**src/rtl/spi_pwm_host_master_if.sv**
```systemverilog
// Command/response bundle between a host and spi_pwm_host_master.
// The "master" modport is the side that issues commands; the "slave"
// modport is the SPI master block that executes them.
interface spi_pwm_host_master_if;
    logic       cmd_valid;
    logic       cmd_ready;
    logic       cmd_write;
    logic [2:0] cmd_addr;
    logic [7:0] cmd_data;
    logic       rsp_valid;
    logic [7:0] rsp_data;
    logic       busy;

    modport master (
        output cmd_valid, cmd_write, cmd_addr, cmd_data,
        input  cmd_ready, rsp_valid, rsp_data, busy
    );

    modport slave (
        input  cmd_valid, cmd_write, cmd_addr, cmd_data,
        output cmd_ready, rsp_valid, rsp_data, busy
    );
endinterface

```
**src/rtl/spi_pwm_host_master.sv**
```systemverilog
// spi_pwm_host_master: turns single-register write/read commands into 16-bit
// SPI frames for the 7-channel PWM driver. SCLK half-phases last HALF_PERIOD
// clk cycles so an oversampling slave running on its own clock sees every
// edge. Read data arrives LSB first during the second byte of the frame.
module spi_pwm_host_master #(
    parameter int HALF_PERIOD = 8,
    parameter int HP_W        = 8
) (
    input  logic                 clk,
    input  logic                 reset,
    spi_pwm_host_master_if.slave cmd,
    output logic                 sclk,
    output logic                 cs_n,
    output logic                 mosi,
    input  logic                 miso
);

    localparam logic [HP_W-1:0] HP_LAST = HP_W'(HALF_PERIOD - 1);

    typedef enum logic [2:0] {
        S_IDLE,
        S_SETUP,
        S_HIGH,
        S_LOW,
        S_HOLD,
        S_GAP
    } state_t;

    state_t          r_state;
    logic [HP_W-1:0] r_hp;          // position inside the current half-phase
    logic [4:0]      r_bit;         // number of SCLK rises issued so far
    logic [14:0]     r_sr;          // frame bits still to be put on mosi
    logic            r_write;       // latched command type
    logic [7:0]      r_wdata;       // latched write level, echoed on completion
    logic [7:0]      r_rx;          // read level being assembled LSB first
    logic            r_sclk;
    logic            r_cs_n;
    logic            r_mosi;
    logic            r_ready;
    logic            r_rsp_valid;
    logic [7:0]      r_rsp_data;
    logic [1:0]      r_miso_sync;

    logic            w_accept;
    logic            w_phase_end;
    logic            w_capture;
    logic            w_miso_s;
    logic [15:0]     w_frame;

    // Frame layout: {rw, 4'b0000, addr, data}; reads send a zero data byte.
    assign w_frame     = {cmd.cmd_write, 4'b0000, cmd.cmd_addr,
                          cmd.cmd_write ? cmd.cmd_data : 8'h00};
    assign w_accept    = cmd.cmd_valid && r_ready;
    assign w_phase_end = (r_hp == HP_LAST);
    // Rises 9..16 (r_bit 8..15 before the increment) carry the read level.
    assign w_capture   = (r_bit[4:3] == 2'b01);
    assign w_miso_s    = r_miso_sync[1];

    assign sclk          = r_sclk;
    assign cs_n          = r_cs_n;
    assign mosi          = r_mosi;
    assign cmd.cmd_ready = r_ready;
    assign cmd.busy      = !r_ready;
    assign cmd.rsp_valid = r_rsp_valid;
    assign cmd.rsp_data  = r_rsp_data;

    // Two-flop synchroniser for the asynchronous miso line.
    always_ff @(posedge clk) begin
        if (reset) begin
            r_miso_sync <= 2'b00;
        end else begin
            r_miso_sync <= {r_miso_sync[0], miso};
        end
    end

    // Frame sequencer: SETUP, 16 SCLK periods, HOLD for the slave's final
    // falling-edge commit, then a cs_n-high GAP before accepting again.
    always_ff @(posedge clk) begin
        if (reset) begin
            r_state     <= S_IDLE;
            r_hp        <= '0;
            r_bit       <= '0;
            r_sclk      <= 1'b0;
            r_cs_n      <= 1'b1;
            r_mosi      <= 1'b0;
            r_ready     <= 1'b1;
            r_rsp_valid <= 1'b0;
            r_rsp_data  <= 8'h00;
        end else begin
            r_rsp_valid <= 1'b0;
            case (r_state)
                S_IDLE: begin
                    if (w_accept) begin
                        r_state <= S_SETUP;
                        r_ready <= 1'b0;
                        r_cs_n  <= 1'b0;
                        r_mosi  <= w_frame[15];
                        r_sr    <= w_frame[14:0];
                        r_write <= cmd.cmd_write;
                        r_wdata <= cmd.cmd_data;
                        r_hp    <= '0;
                        r_bit   <= '0;
                    end
                end
                S_SETUP, S_LOW: begin
                    if (w_phase_end) begin
                        r_hp    <= '0;
                        r_sclk  <= 1'b1;
                        r_bit   <= r_bit + 5'd1;
                        r_state <= S_HIGH;
                        if (w_capture) begin
                            r_rx[r_bit[2:0]] <= w_miso_s;
                        end
                    end else begin
                        r_hp <= r_hp + HP_W'(1);
                    end
                end
                S_HIGH: begin
                    if (w_phase_end) begin
                        r_hp   <= '0;
                        r_sclk <= 1'b0;
                        if (r_bit == 5'd16) begin
                            r_state <= S_HOLD;
                        end else begin
                            // Next bit goes out on the falling edge so it is
                            // stable for a full half-phase before the rise.
                            r_state <= S_LOW;
                            r_mosi  <= r_sr[14];
                            r_sr    <= {r_sr[13:0], 1'b0};
                        end
                    end else begin
                        r_hp <= r_hp + HP_W'(1);
                    end
                end
                S_HOLD: begin
                    if (w_phase_end) begin
                        r_hp    <= '0;
                        r_cs_n  <= 1'b1;
                        r_mosi  <= 1'b0;
                        r_state <= S_GAP;
                    end else begin
                        r_hp <= r_hp + HP_W'(1);
                    end
                end
                S_GAP: begin
                    if (w_phase_end) begin
                        r_hp        <= '0;
                        r_state     <= S_IDLE;
                        r_ready     <= 1'b1;
                        r_rsp_valid <= 1'b1;
                        r_rsp_data  <= r_write ? r_wdata : r_rx;
                    end else begin
                        r_hp <= r_hp + HP_W'(1);
                    end
                end
                default: begin
                    r_state <= S_IDLE;
                end
            endcase
        end
    end

endmodule

```
**src/flat_wrapper.sv**
```systemverilog
// flat-port wrapper written by rule: the top's interface ports become plain ports
module spi_pwm_host_master_flat 
#(
    parameter int HALF_PERIOD = 8,
    parameter int HP_W        = 8
)
  (clk, reset, sclk, cs_n, mosi, miso, cmd_cmd_valid, cmd_cmd_write, cmd_cmd_addr, cmd_cmd_data, cmd_cmd_ready, cmd_rsp_valid, cmd_rsp_data, cmd_busy);
  spi_pwm_host_master_if cmd_i ();
  input  logic clk;
  input  logic reset;
  output logic sclk;
  output logic cs_n;
  output logic mosi;
  input  logic miso;
  input wire logic [$bits(cmd_i.cmd_valid)-1:0] cmd_cmd_valid;
  input wire logic [$bits(cmd_i.cmd_write)-1:0] cmd_cmd_write;
  input wire logic [$bits(cmd_i.cmd_addr)-1:0] cmd_cmd_addr;
  input wire logic [$bits(cmd_i.cmd_data)-1:0] cmd_cmd_data;
  output wire logic [$bits(cmd_i.cmd_ready)-1:0] cmd_cmd_ready;
  output wire logic [$bits(cmd_i.rsp_valid)-1:0] cmd_rsp_valid;
  output wire logic [$bits(cmd_i.rsp_data)-1:0] cmd_rsp_data;
  output wire logic [$bits(cmd_i.busy)-1:0] cmd_busy;
  assign cmd_i.cmd_valid = cmd_cmd_valid;
  assign cmd_i.cmd_write = cmd_cmd_write;
  assign cmd_i.cmd_addr = cmd_cmd_addr;
  assign cmd_i.cmd_data = cmd_cmd_data;
  assign cmd_cmd_ready = cmd_i.cmd_ready;
  assign cmd_rsp_valid = cmd_i.rsp_valid;
  assign cmd_rsp_data = cmd_i.rsp_data;
  assign cmd_busy = cmd_i.busy;
  spi_pwm_host_master #(.HALF_PERIOD(HALF_PERIOD), .HP_W(HP_W)) u_core (.clk(clk), .reset(reset), .cmd(cmd_i), .sclk(sclk), .cs_n(cs_n), .mosi(mosi), .miso(miso));
endmodule
```
**config.mk**
```make
export PLATFORM = sky130hd
export DESIGN_NAME = spi_pwm_host_master_flat
export DESIGN_NICKNAME = d
export VERILOG_FILES = /design/src/rtl/spi_pwm_host_master_if.sv /design/src/rtl/spi_pwm_host_master.sv /design/src/flat_wrapper.sv
export SDC_FILE = /design/constraint.sdc
export NUM_CORES = 1
export LEC_CHECK = 0
export CAP_MARGIN = 25
export CORE_MARGIN = 2
export CORE_UTILIZATION = 58
export CTS_BUF_LIST = sky130_fd_sc_hd__clkbuf_8 sky130_fd_sc_hd__clkbuf_16
export CTS_CLUSTER_SIZE = 16
export DETAILED_ROUTE_END_ITERATION = 6
export PLACE_DENSITY = 0.81
export REMOVE_ABC_BUFFERS = 1
export SETUP_SLACK_MARGIN = 0.15
export SLEW_MARGIN = 0
export SYNTH_ARGS = -nofsm -noshare
export SYNTH_HDL_FRONTEND = slang
export SYNTH_SLANG_ARGS = --single-unit
```
**constraint.sdc**
```tcl
create_clock -name clk -period 4.6 [get_ports clk]
set_input_delay 0.92 -clock clk [delete_from_list [all_inputs] [get_ports clk]]
set_output_delay 0.92 -clock clk [all_outputs]
set_load 0.01 [all_outputs]
```
==> impl_results.html <==
<table>
<tr><th>Metric</th><th>Value</th></tr>
<tr><th colspan="2">Pwr</th></tr>
<tr><td>Pwr dens</td><td>375 mW/mm^2</td></tr>
<tr><td>Pleak</td><td>1.17 nW</td></tr>
<tr><td>Final total power</td><td>1.26 mW</td></tr>
<tr><td>Peak supply drop</td><td>0.258 mV</td></tr>
<tr><th colspan="2">Clock tree</th></tr>
<tr><td>Clock tree from TritonCTS</td><td>built</td></tr>
<tr><td>Hold buffers post-CTS</td><td>0</td></tr>
<tr><td>CTS resizes</td><td>0</td></tr>
<tr><td>Post-CTS clock slew at the launch and capture registers of the worst setup and hold paths</td><td>70 ps</td></tr>
<tr><td>Setup fix buffers added after clock tree synthesis</td><td>0</td></tr>
<tr><td>CTS Buf Count</td><td>9</td></tr>
<tr><td>Clock tree sinks</td><td>63</td></tr>
<tr><td>Root Buffer</td><td>clkbuf_8</td></tr>
<tr><td>Max Root-Sink Buffers</td><td>2</td></tr>
<tr><td>Worst-skew pair later-pin latency</td><td>350 ps</td></tr>
<tr><td>CTS H-tree depth</td><td>3</td></tr>
<tr><th colspan="2">Critical path</th></tr>
<tr><td>Crit. End Element</td><td>register</td></tr>
<tr><td>Category of the worst setup path launch point</td><td>input pin</td></tr>
<tr><td>Crit path required time</td><td>4590 ps</td></tr>
<tr><td>Worst reg-to-reg setup slack</td><td>2510 ps</td></tr>
<tr><td>Setup Crit Path Kind</td><td>in -&gt; reg</td></tr>
<tr><td>Data arrival time of the worst path</td><td>2370 ps</td></tr>
<tr><td>Worst-path maximum fanout</td><td>9</td></tr>
<tr><th colspan="2">Finish</th></tr>
<tr><td>Fraction of layout instances using a drive strength above 1</td><td>0.108</td></tr>
<tr><td>Fin nets</td><td>311</td></tr>
<tr><td>Antenna diode count</td><td>0</td></tr>
<tr><td>Area growth, synth to finish</td><td>19.2%</td></tr>
<tr><td>Number of filler cells placed in the layout</td><td>347</td></tr>
<tr><td>Area of the multi-input gates</td><td>0.00113 sq mm</td></tr>
<tr><td>Flip-flop and latch area</td><td>0.00158 sq mm</td></tr>
<tr><th colspan="2">Drt</th></tr>
<tr><td>Total via count in the routed design</td><td>2,024</td></tr>
<tr><td>Initial DRT Pass Iterations</td><td>4</td></tr>
<tr><td>Count of nets left with antenna violations after detail routing</td><td>0</td></tr>
<tr><td>WL final</td><td>5.12 mm</td></tr>
<tr><td>Drt first-iter violations</td><td>156</td></tr>
<tr><td>Post-detailed-route via-to-cell ratio</td><td>5.56</td></tr>
<tr><td>Detailed-route DRC error count</td><td>0</td></tr>
<tr><td>Drt wl/cell</td><td>14.1 um</td></tr>
<tr><th colspan="2">Floorplanning</th></tr>
<tr><td>Std-Cell Rows</td><td>25</td></tr>
<tr><td>Die Span X</td><td>73.9 um</td></tr>
<tr><td>Core outline area</td><td>0.00472 sq mm</td></tr>
<tr><td>Starting Density</td><td>0.599</td></tr>
<tr><td>Overall die height</td><td>73.9 um</td></tr>
<tr><td>Number of top-level pins</td><td>30</td></tr>
<tr><td>Area of the die</td><td>0.00545 sq mm</td></tr>
<tr><th colspan="2">Synth</th></tr>
<tr><td>Distinct cell type count after synthesis</td><td>50</td></tr>
<tr><td>Fraction of registers with async set or reset after synthesis</td><td>0</td></tr>
<tr><td>Biggest area contributors in the synthesized netlist</td><td>edfxtp_1, dfxtp_1, nand2_1</td></tr>
<tr><td>Yosys top cell area share</td><td>0.340</td></tr>
<tr><td>Synthesized cell area</td><td>0.00283 sq mm</td></tr>
<tr><td>Number of flops mapped to enable cells by yosys</td><td>32</td></tr>
<tr><td>Cell type contributing the most total cell area after synthesis</td><td>edfxtp_1</td></tr>
<tr><td>Proportion of synthesized chip area in sequential cells</td><td>0.559</td></tr>
<tr><td>Gate Count Post-Synth</td><td>264</td></tr>
<tr><td>Mean Syn Cell Area</td><td>10.7 sq um</td></tr>
<tr><td>Warnings, synthesis</td><td>0</td></tr>
<tr><td>Flops &amp; latches, synth</td><td>63</td></tr>
<tr><td>Predominant post-synthesis flop cell</td><td>edfxtp_1</td></tr>
<tr><th colspan="2">Timing</th></tr>
<tr><td>Clk_skew</td><td>7.98 ps</td></tr>
<tr><td>Time the final worst path needs with I/O delays and setup</td><td>2380 ps</td></tr>
<tr><td>Max-slew violation count</td><td>0</td></tr>
<tr><td>Worst-Margin Slew</td><td>638 ps</td></tr>
<tr><td>Total Neg Setup Slack</td><td>0 ps</td></tr>
<tr><td>Max_slew headroom</td><td>0.573</td></tr>
<tr><td># setup viols final</td><td>0</td></tr>
<tr><td>Unrepaired setup endpoints after global routing</td><td>no</td></tr>
<tr><td>Final period utilization</td><td>0.517</td></tr>
<tr><td>Max frequency</td><td>420 MHz</td></tr>
<tr><td>Final count of hold timing violations</td><td>0</td></tr>
<tr><th colspan="2">Global routing</th></tr>
<tr><td>Global-route total usage across every layer</td><td>0.215</td></tr>
<tr><td>Wire length of the first global-routing pass</td><td>8.58 mm</td></tr>
<tr><td>Remaining global-route overflow</td><td>0</td></tr>
<tr><td>Antenna violations before repair</td><td>0</td></tr>
<tr><td>Number of global-route vias before repair</td><td>1,802</td></tr>
<tr><td>Maximum number of pins on one net before global-route repair</td><td>22</td></tr>
<tr><th colspan="2">Place</th></tr>
<tr><td>Placed wire-length estimate after detailed placement</td><td>3.61 mm</td></tr>
<tr><td>GP Congestion</td><td>0.874</td></tr>
<tr><td>Total of buffers placed on input and output ports</td><td>29</td></tr>
<tr><th colspan="2">Job</th></tr>
<tr><td>Max-cap violations</td><td>0</td></tr>
<tr><th colspan="2">Run status</th></tr>
<tr><td>Outcome</td><td>finished clean</td></tr>
<tr><th colspan="2">Hold path</th></tr>
<tr><td>Worst Hold Class</td><td>reg -&gt; reg</td></tr>
</table>
[cell type report]
class / count / share of cell area
multi-input cells: 179 / 0.336
clock buffers: 9 / 0.0367
flip-flops and latches: 63 / 0.469
inverters: 7 / 0.00779
repair buffers: 32 / 0.0927
clock inverters: 7 / 0.0334
well taps: 67 / 0.0248
[sequential cells by signal (all words and copies together), names as in the netlist, 2 cells and up]
name	flops
u_core.r_state	3
u_core.r_wdata	8
u_core.r_hp	8
u_core.r_sr	15
u_core.cmd.rsp_data	8
u_core.r_miso_sync	2
u_core.r_rx	8
u_core.r_bit	5
[metrics by stage]
stage	util	hold slack [ps]	setup WS, ps	cells	cell area (sq um)
global route	0.714	475	2140	364	3370
floorplan	-	414	1630	249	2740
CTS	0.714	470	2210	364	3370
finish	0.714	467	2220	364	3370
global placement	0.664	433	1900	348	3140
detailed placement	0.664	449	1840	348	3140
[where the power goes]
group / leakage [nW] / switching [mW] / total [mW] / internal [mW]
clock network: 0.114 / 0.214 / 0.570 / 0.356
logic: 0.506 / 0.0391 / 0.0762 / 0.0371
registers: 0.548 / 0.0120 / 0.619 / 0.607
total: 1.17 / 0.265 / 1.26 / 1.00
[final timing paths]
check,from,to,cells after the start
setup / recovery,cmd_cmd_valid,u_core.r_wdata[6],4
hold / removal,u_core.r_miso_sync[0],u_core.r_miso_sync[1],1
setup reg to reg,u_core.r_hp[0],u_core.r_sr[13],6
hold reg to reg,u_core.r_miso_sync[0],u_core.r_miso_sync[1],1
[per-layer routing]
| layer | share of wire | global-route usage | vias up |
|---|---|---|---|
| met2 | 0.45 | 0.300 | 47 |
| met5 | 0 | 0 | - |
| met4 | 0.028 | 0.133 | 0 |
| met1 | 0.48 | 0.302 | 935 |
| li1 | - | - | 1031 |
| met3 | 0.040 | 0.0494 | 11 |
[critical path, stage by stage]
cell and delay, ps:
clkdlybuf4s50_1 490, and4bb_2 240, nand2_1 160, nor2_1 540
[layout by cell type, fill, tap and decap left out, drive strengths merged, types with 2 or more instances in the layout]
| master | synthesis | final |
|---|---|---|
| a211oi | 10 | 10 |
| a21oi | 14 | 14 |
| a221oi | 3 | 3 |
| a22oi | 2 | 2 |
| a311oi | 3 | 3 |
| a31oi | 2 | 2 |
| a32oi | 2 | 2 |
| and2 | 4 | 4 |
| and3 | 3 | 3 |
| and4bb | 3 | 3 |
| buf | 12 | 3 |
| bufinv | 0 | 3 |
| clkbuf | 3 | 9 |
| clkdlybuf4s50 | 0 | 29 |
| clkinvlp | 0 | 2 |
| dfxtp | 31 | 31 |
| edfxtp | 32 | 32 |
| ha | 3 | 3 |
| inv | 7 | 8 |
| mux2i | 9 | 9 |
| nand2 | 39 | 39 |
| nand2b | 5 | 5 |
| nand3 | 16 | 16 |
| nand4 | 4 | 4 |
| nor2 | 23 | 23 |
| nor2b | 4 | 4 |
| nor3 | 6 | 6 |
| nor4 | 2 | 2 |
| o21ai | 3 | 3 |
| or3 | 7 | 7 |
[synthesized netlist by cell type, drive strengths merged, types with 3 or more instances]
library cell,n
nand2,39
a311oi,3
o21ai,3
a21oi,14
and3,3
and4bb,3
or3,7
nor2,23
nor3,6
ha,3
a211oi,10
buf,12
dfxtp,31
nand3,16
clkbuf,3
nand2b,5
and2,4
a221oi,3
inv,7
edfxtp,32
nor2b,4
mux2i,9
nand4,4
[logic make-up after synthesis]
group                    share of synthesized area
flip-flops                                   0.559
multiplexers                                0.0318
adder cells (fa/ha/maj)                     0.0133
AND/OR/NAND/NOR                              0.228
XOR/XNOR                                   0.00310
AO/OA/AOI/OAI                                0.122
buffers and inverters                       0.0429
No activity file was read; power rests on OpenSTA's default activity.
